$ cat config.mk
export PLATFORM = sky130hd
export DESIGN_NAME = aes_axis_tx
export DESIGN_NICKNAME = d
export VERILOG_FILES = /design/src/rtl/aes_axis_tx_pkg.sv /design/src/rtl/aes_axis_tx.sv
export SDC_FILE = /design/constraint.sdc
export NUM_CORES = 1
export LEC_CHECK = 0
export ABC_AREA = 1
export CAP_MARGIN = 0
export CORE_UTILIZATION = 25
export CTS_BUF_LIST = sky130_fd_sc_hd__clkbuf_4
export DETAILED_ROUTE_END_ITERATION = 12
export GPL_TIMING_DRIVEN = 0
export PLACE_DENSITY = 0.58
export SLEW_MARGIN = 10
export SYNTH_ARGS = -nofsm -noshare
export SYNTH_HDL_FRONTEND = slang
export SYNTH_SLANG_ARGS = --single-unit
export TNS_END_PERCENT = 20
$ cat constraint.sdc
create_clock -name clk -period 2.8 [get_ports clk]
set_input_delay 0.56 -clock clk [delete_from_list [all_inputs] [get_ports clk]]
set_output_delay 0.56 -clock clk [all_outputs]
set_load 0.005 [all_outputs]
$ cat src/rtl/aes_axis_tx_pkg.sv
// Shared sizing for the AES output-side stream logic.
package aes_axis_tx_pkg;

  // Result block width and stream word width.
  localparam int unsigned BlkS  = 128;
  localparam int unsigned WordW = 32;

  // Number of stream beats needed to carry one block.
  function automatic int unsigned beats_of(input int unsigned blk_w, input int unsigned word_w);
    return blk_w / word_w;
  endfunction

  localparam int unsigned Beats = beats_of(BlkS, WordW);

endpackage

$ cat src/rtl/aes_axis_tx.sv
// Drains 128-bit result blocks from the output FIFO and serializes them onto a
// 32-bit AXI-Stream master, most significant word first. The final beat of each
// block is held back until it is known whether another block follows or the
// packet is complete, so tlast can be attached to the correct beat.
module aes_axis_tx
  import aes_axis_tx_pkg::*;
#(
  parameter int unsigned BLOCK_WIDTH = BlkS,
  parameter int unsigned WORD_WIDTH  = WordW
) (
  input  logic                    clk,
  input  logic                    reset_n,
  input  logic                    out_fifo_read_tvalid,
  output logic                    out_fifo_read_tready,
  input  logic [BLOCK_WIDTH-1:0]  out_fifo_data,
  input  logic                    processing_done,
  output logic [WORD_WIDTH-1:0]   m_axis_tdata,
  output logic [WORD_WIDTH/8-1:0] m_axis_tstrb,
  output logic                    m_axis_tvalid,
  input  logic                    m_axis_tready,
  output logic                    m_axis_tlast,
  output logic                    pkt_sent
);

  // BLOCK_WIDTH must be an integer multiple (>= 2) of WORD_WIDTH.
  localparam int unsigned BEATS = beats_of(BLOCK_WIDTH, WORD_WIDTH);
  localparam int unsigned CNT_W = (BEATS > 2) ? $clog2(BEATS) : 1;
  localparam int unsigned STRB_W = WORD_WIDTH / 8;
  // Handshake of this beat index ends the S_SEND phase.
  localparam logic [CNT_W-1:0] LAST_SEND_CNT = CNT_W'(BEATS - 2);

  typedef enum logic [1:0] {
    StEmpty,
    StSend,
    StDecide,
    StLast
  } state_e;

  state_e                  state_q;
  logic [BLOCK_WIDTH-1:0]  shreg_q;
  logic [CNT_W-1:0]        beat_cnt_q;
  logic                    done_prev_q;
  logic                    done_latched_q;
  logic                    tlast_r_q;

  logic pop;
  logic beat_hs;
  logic done_rise;
  logic retire;

  // Handshake, edge detect and packet-retire decode.
  always_comb begin
    pop       = out_fifo_read_tvalid & out_fifo_read_tready;
    beat_hs   = m_axis_tvalid & m_axis_tready;
    done_rise = processing_done & ~done_prev_q;
    retire    = 1'b0;
    unique case (state_q)
      StEmpty: retire = ~pop & done_latched_q & ~out_fifo_read_tvalid;
      StLast:  retire = beat_hs & tlast_r_q;
      default: retire = 1'b0;
    endcase
  end

  // Packet-complete flag: a new done edge wins over a simultaneous retire so
  // it carries over to the next packet.
  always_ff @(posedge clk or negedge reset_n) begin
    if (!reset_n) begin
      done_prev_q    <= 1'b0;
      done_latched_q <= 1'b0;
    end else begin
      done_prev_q <= processing_done;
      if (done_rise) begin
        done_latched_q <= 1'b1;
      end else if (retire) begin
        done_latched_q <= 1'b0;
      end
    end
  end

  // Serializer FSM; every output is a register updated on state transitions.
  always_ff @(posedge clk or negedge reset_n) begin
    if (!reset_n) begin
      state_q              <= StEmpty;
      shreg_q              <= '0;
      beat_cnt_q           <= '0;
      tlast_r_q            <= 1'b0;
      out_fifo_read_tready <= 1'b0;
      m_axis_tdata         <= '0;
      m_axis_tstrb         <= '0;
      m_axis_tvalid        <= 1'b0;
      m_axis_tlast         <= 1'b0;
      pkt_sent             <= 1'b0;
    end else begin
      pkt_sent <= 1'b0;
      unique case (state_q)
        StEmpty: begin
          out_fifo_read_tready <= 1'b1;
          if (pop) begin
            shreg_q              <= out_fifo_data;
            beat_cnt_q           <= '0;
            m_axis_tdata         <= out_fifo_data[BLOCK_WIDTH-1 -: WORD_WIDTH];
            m_axis_tstrb         <= {STRB_W{1'b1}};
            m_axis_tvalid        <= 1'b1;
            m_axis_tlast         <= 1'b0;
            out_fifo_read_tready <= 1'b0;
            state_q              <= StSend;
          end else if (retire) begin
            // Packet finished with no block pending: nothing to send.
            pkt_sent <= 1'b1;
          end
        end

        StSend: begin
          if (beat_hs) begin
            shreg_q      <= shreg_q << WORD_WIDTH;
            m_axis_tdata <= shreg_q[BLOCK_WIDTH-WORD_WIDTH-1 -: WORD_WIDTH];
            beat_cnt_q   <= beat_cnt_q + CNT_W'(1);
            if (beat_cnt_q == LAST_SEND_CNT) begin
              // Hold the final word back until tlast is known.
              m_axis_tvalid <= 1'b0;
              m_axis_tstrb  <= '0;
              state_q       <= StDecide;
            end
          end
        end

        StDecide: begin
          // A waiting block means the packet continues; it is never withdrawn.
          if (out_fifo_read_tvalid) begin
            tlast_r_q     <= 1'b0;
            m_axis_tlast  <= 1'b0;
            m_axis_tvalid <= 1'b1;
            m_axis_tstrb  <= {STRB_W{1'b1}};
            state_q       <= StLast;
          end else if (done_latched_q) begin
            tlast_r_q     <= 1'b1;
            m_axis_tlast  <= 1'b1;
            m_axis_tvalid <= 1'b1;
            m_axis_tstrb  <= {STRB_W{1'b1}};
            state_q       <= StLast;
          end
        end

        StLast: begin
          if (beat_hs) begin
            m_axis_tvalid        <= 1'b0;
            m_axis_tstrb         <= '0;
            m_axis_tlast         <= 1'b0;
            out_fifo_read_tready <= 1'b1;
            pkt_sent             <= tlast_r_q;
            tlast_r_q            <= 1'b0;
            state_q              <= StEmpty;
          end
        end

        default: state_q <= StEmpty;
      endcase
    end
  end

endmodule

==> impl_metrics.py <==
metrics = {
    "run_status": {
        "status": "finished, final reports clean",
    },
    "power_and_ir_drop": {
        "p_clk_share_pct": 12.7,
        "p_int_w": 0.00625,
        "p_comb_share_pct": 53.6,
        "pwr-share-seq_pct": 33.7,
        "vdd_ir_drop_max_mv": 0.497,
        "power_density_nw_per_um2": 1170,
        "p_switching_w": 0.00438,
        "total_power_w": 0.0106,
        "p_leak_nw": 4.05,
        "switching_share_pct": 41.2,
    },
    "logic_synthesis": {
        "syn_area_um2": 6660,
        "ys_warn_count": 0,
        "synth_fp_nets": 890,
        "syn_avg_cell_area_um2": 8.88,
        "synth_seq_cells": 139,
        "synth-seq-area-share_pct": 52.3,
        "synthCells": 750,
        "ys_types": 21,
    },
    "cts": {
        "cts.sinks": 139,
        "h-tree-depth": 4,
        "ctsResizeCount": 0,
        "clkTransAtPathRegs_ns": 0.12,
        "cts_buffer_depth": 2,
        "numCtsBuffers": 17,
        "clk_latency_ns": 0.57,
        "cts_tree": "built",
        "cts-root-buf": "clkbuf_4",
    },
    "place": {
        "place_congestion": 0.805,
        "port_buffers": 172,
        "dp_hpwl_um": 15600,
        "dpl_cell_area_um2": 8830,
        "dp_slack_ns": 0.592,
    },
    "timing": {
        "post-route-min-period_ns": 2.29,
        "drv_slew": 0,
        "rsz0062_at_grt": "false",
        "clock-skew-final_ns": 0.0187,
        "fmax_mhz": 437,
        "setup_viol": 0,
        "period_share_pct": 81.7,
        "fin_ws_ns": 0.512,
        "hold_violations": 0,
        "relSlewSlack_pct": 66.7,
        "worst_pin_slew_ns": 0.499,
    },
    "layout": {
        "final_common_cell": "nand2_1",
        "fin_nets": 1083,
        "area_growth_pct": 37.0,
        "n_fill_cell": 2717,
        "layout_common_cells": "nand2_1, clkdlybuf4s50_1, dfrtp_1, o21ai_0, or2_2",
        "drive_above_1_share_pct": 18.7,
        "fin_area_um2": 9120,
    },
    "detailed_routing": {
        "drt_first_pass_iters": 5,
        "antenna_left": 0,
        "wl_per_cell_um": 15.6,
        "drt_iter0_drc": 305,
        "vias_per_cell": 4.30,
        "drc": 0,
        "drt_wl_total_um": 20100,
        "vias": 5550,
    },
    "global_route": {
        "grt_pass1_wl_um": 30400,
        "use_met3_pct": 3.87,
        "grt_pass1_vias": 5557,
        "use_met2_pct": 25.3,
        "grt_max_degree": 80,
        "antenna_found_initial": 1,
        "met1_usage_pct": 18.4,
        "grt_overflow": 0,
        "gr-usage-all-layers_pct": 15.0,
        "grt.busiest_layer": "met2",
    },
    "flow_run": {
        "maxCapViolCount": 0,
    },
    "worst_setup_path": {
        "r2r_start": "state_q[1]",
        "endpoint": "m_axis_tstrb[2]",
        "required_ns": 2.24,
        "worstRegToRegCells": 8,
        "worst_r2r_endpoint": "shreg_q[55]",
        "startpoint_type": "flop",
        "cp-end-kind": "output port",
        "reg2reg_slack_ns": 0.75,
        "crit_type": "reg -> out",
        "arrival_ns": 1.73,
        "startpoint": "m_axis_tstrb[2]",
        "critPathMaxFanout": 8,
    },
    "floorplanning": {
        "ios": 173,
        "fp.dieArea_um2": 27300,
        "die_y_um": 165,
        "die_x_um": 165,
        "start_util_pct": 25.5,
        "coreArea_um2": 26100,
        "row_count": 59,
    },
    "worst_hold_path": {
        "hold_class": "in -> reg",
    },
}
-- sequential cells by signal (all words and copies together), names as in the netlist --
register and cells:
done_latched_q 1, out_fifo_read_tready 1, shreg_q 96, m_axis_tstrb 1, beat_cnt_q 2, m_axis_tlast 1
state_q 2, tlast_r_q 1, done_prev_q 1, pkt_sent 1, m_axis_tdata 32
-- cell type report --
cell class / count / area, um^2 / share of cell area [%]
repair buffers: 174 / 1760 / 19.3
clock buffers: 20 / 150 / 1.65
clock inverters: 10 / 126 / 1.39
plain buffers: 57 / 438 / 4.80
flip-flops and latches: 139 / 3480 / 38.1
inverters: 15 / 56.3 / 0.617
multi-input cells: 539 / 2680 / 29.4
well taps: 335 / 419 / 4.60
diodes: 1 / 2.50 / 0.0274
-- cells in the mapped netlist --
cell type,count,area (um^2)
clkbuf_1,19,71.3
nand3_2,1,10.0
ha_1,7,87.6
o21ai_0,127,636
buf_6,25,282
clkbuf_2,1,5.00
buf_2,4,20.0
dfrtp_1,139,3480
buf_4,8,60.1
nand2_2,1,6.26
inv_2,1,3.75
nor2_1,8,30.0
nand3_1,6,30.0
nand4_1,1,6.26
o21ai_2,10,87.6
or2_2,97,607
a21oi_1,2,10.0
inv_1,14,52.6
o21ai_1,92,460
o21bai_1,3,22.5
nand2_1,184,691
-- worst min-delay path by stage --
stage,start,endpoint,slack (ns),cells after the start
after floorplan,reset_n,beat_cnt_q[0],0.26,0
after global placement,shreg_q[19],shreg_q[19],0.46,2
after detailed placement,done_latched_q,done_latched_q,0.46,2
after CTS,processing_done,done_prev_q,0.42,1
after global routing,processing_done,done_prev_q,0.41,1
final,processing_done,done_prev_q,0.45,1
-- through the flow --
stage | util (%) | hold WS (ns) | std cells | TNS (ns)
2_1_floorplan | - | 0.264 | 750 | 0
3_3_place_gp | 33.8 | 0.460 | 1257 | -643.96
3_5_place_dp | 33.9 | 0.464 | 1258 | 0
4_1_cts | 35.0 | 0.416 | 1289 | 0
5_1_grt | 35.0 | 0.409 | 1290 | 0
6_report | 35.0 | 0.446 | 1290 | 0
-- power by group through the flow --
stage               sequential [W]  clock, W  combinational, W
CTS                        0.00359   0.00139           0.00582
global placement           0.00361         0           0.00571
global route               0.00370   0.00148           0.00645
floorplan                  0.00346         0           0.00384
finish                     0.00358   0.00135           0.00569
detailed placement         0.00363         0           0.00581
-- per-layer routing --
layer	vias up	wire length, um
li1	2859	-
met1	2548	8980
met2	114	9750
met3	29	970
met4	0	427
met5	-	0
-- repair_timing --
item                      4_1_cts  5_1_grt
setup buffers                   0        0
hold endpoints to repair       60        0
hold buffers                    1        0
-- worst max-delay path, cell delays in order (launching register included) --
cell and delay (ns):
dfrtp_1 0.53, buf_4 0.16, clkdlybuf4s50_1 0.49
-- kinds of logic (layout without fill, tap and decap cells) --
family / Yosys count / in the layout / share of synthesized area, %
AOI/OAI and AO/OA: 234 / 234 / 18.3
DFF: 139 / 139 / 52.3
buffers and inverters: 72 / 276 / 7.42
and+or+nand+nor: 298 / 298 / 20.7
adders and majority gates: 7 / 7 / 1.32
other: 0 / 1 / 0
(Power assumes the default switching activity.)
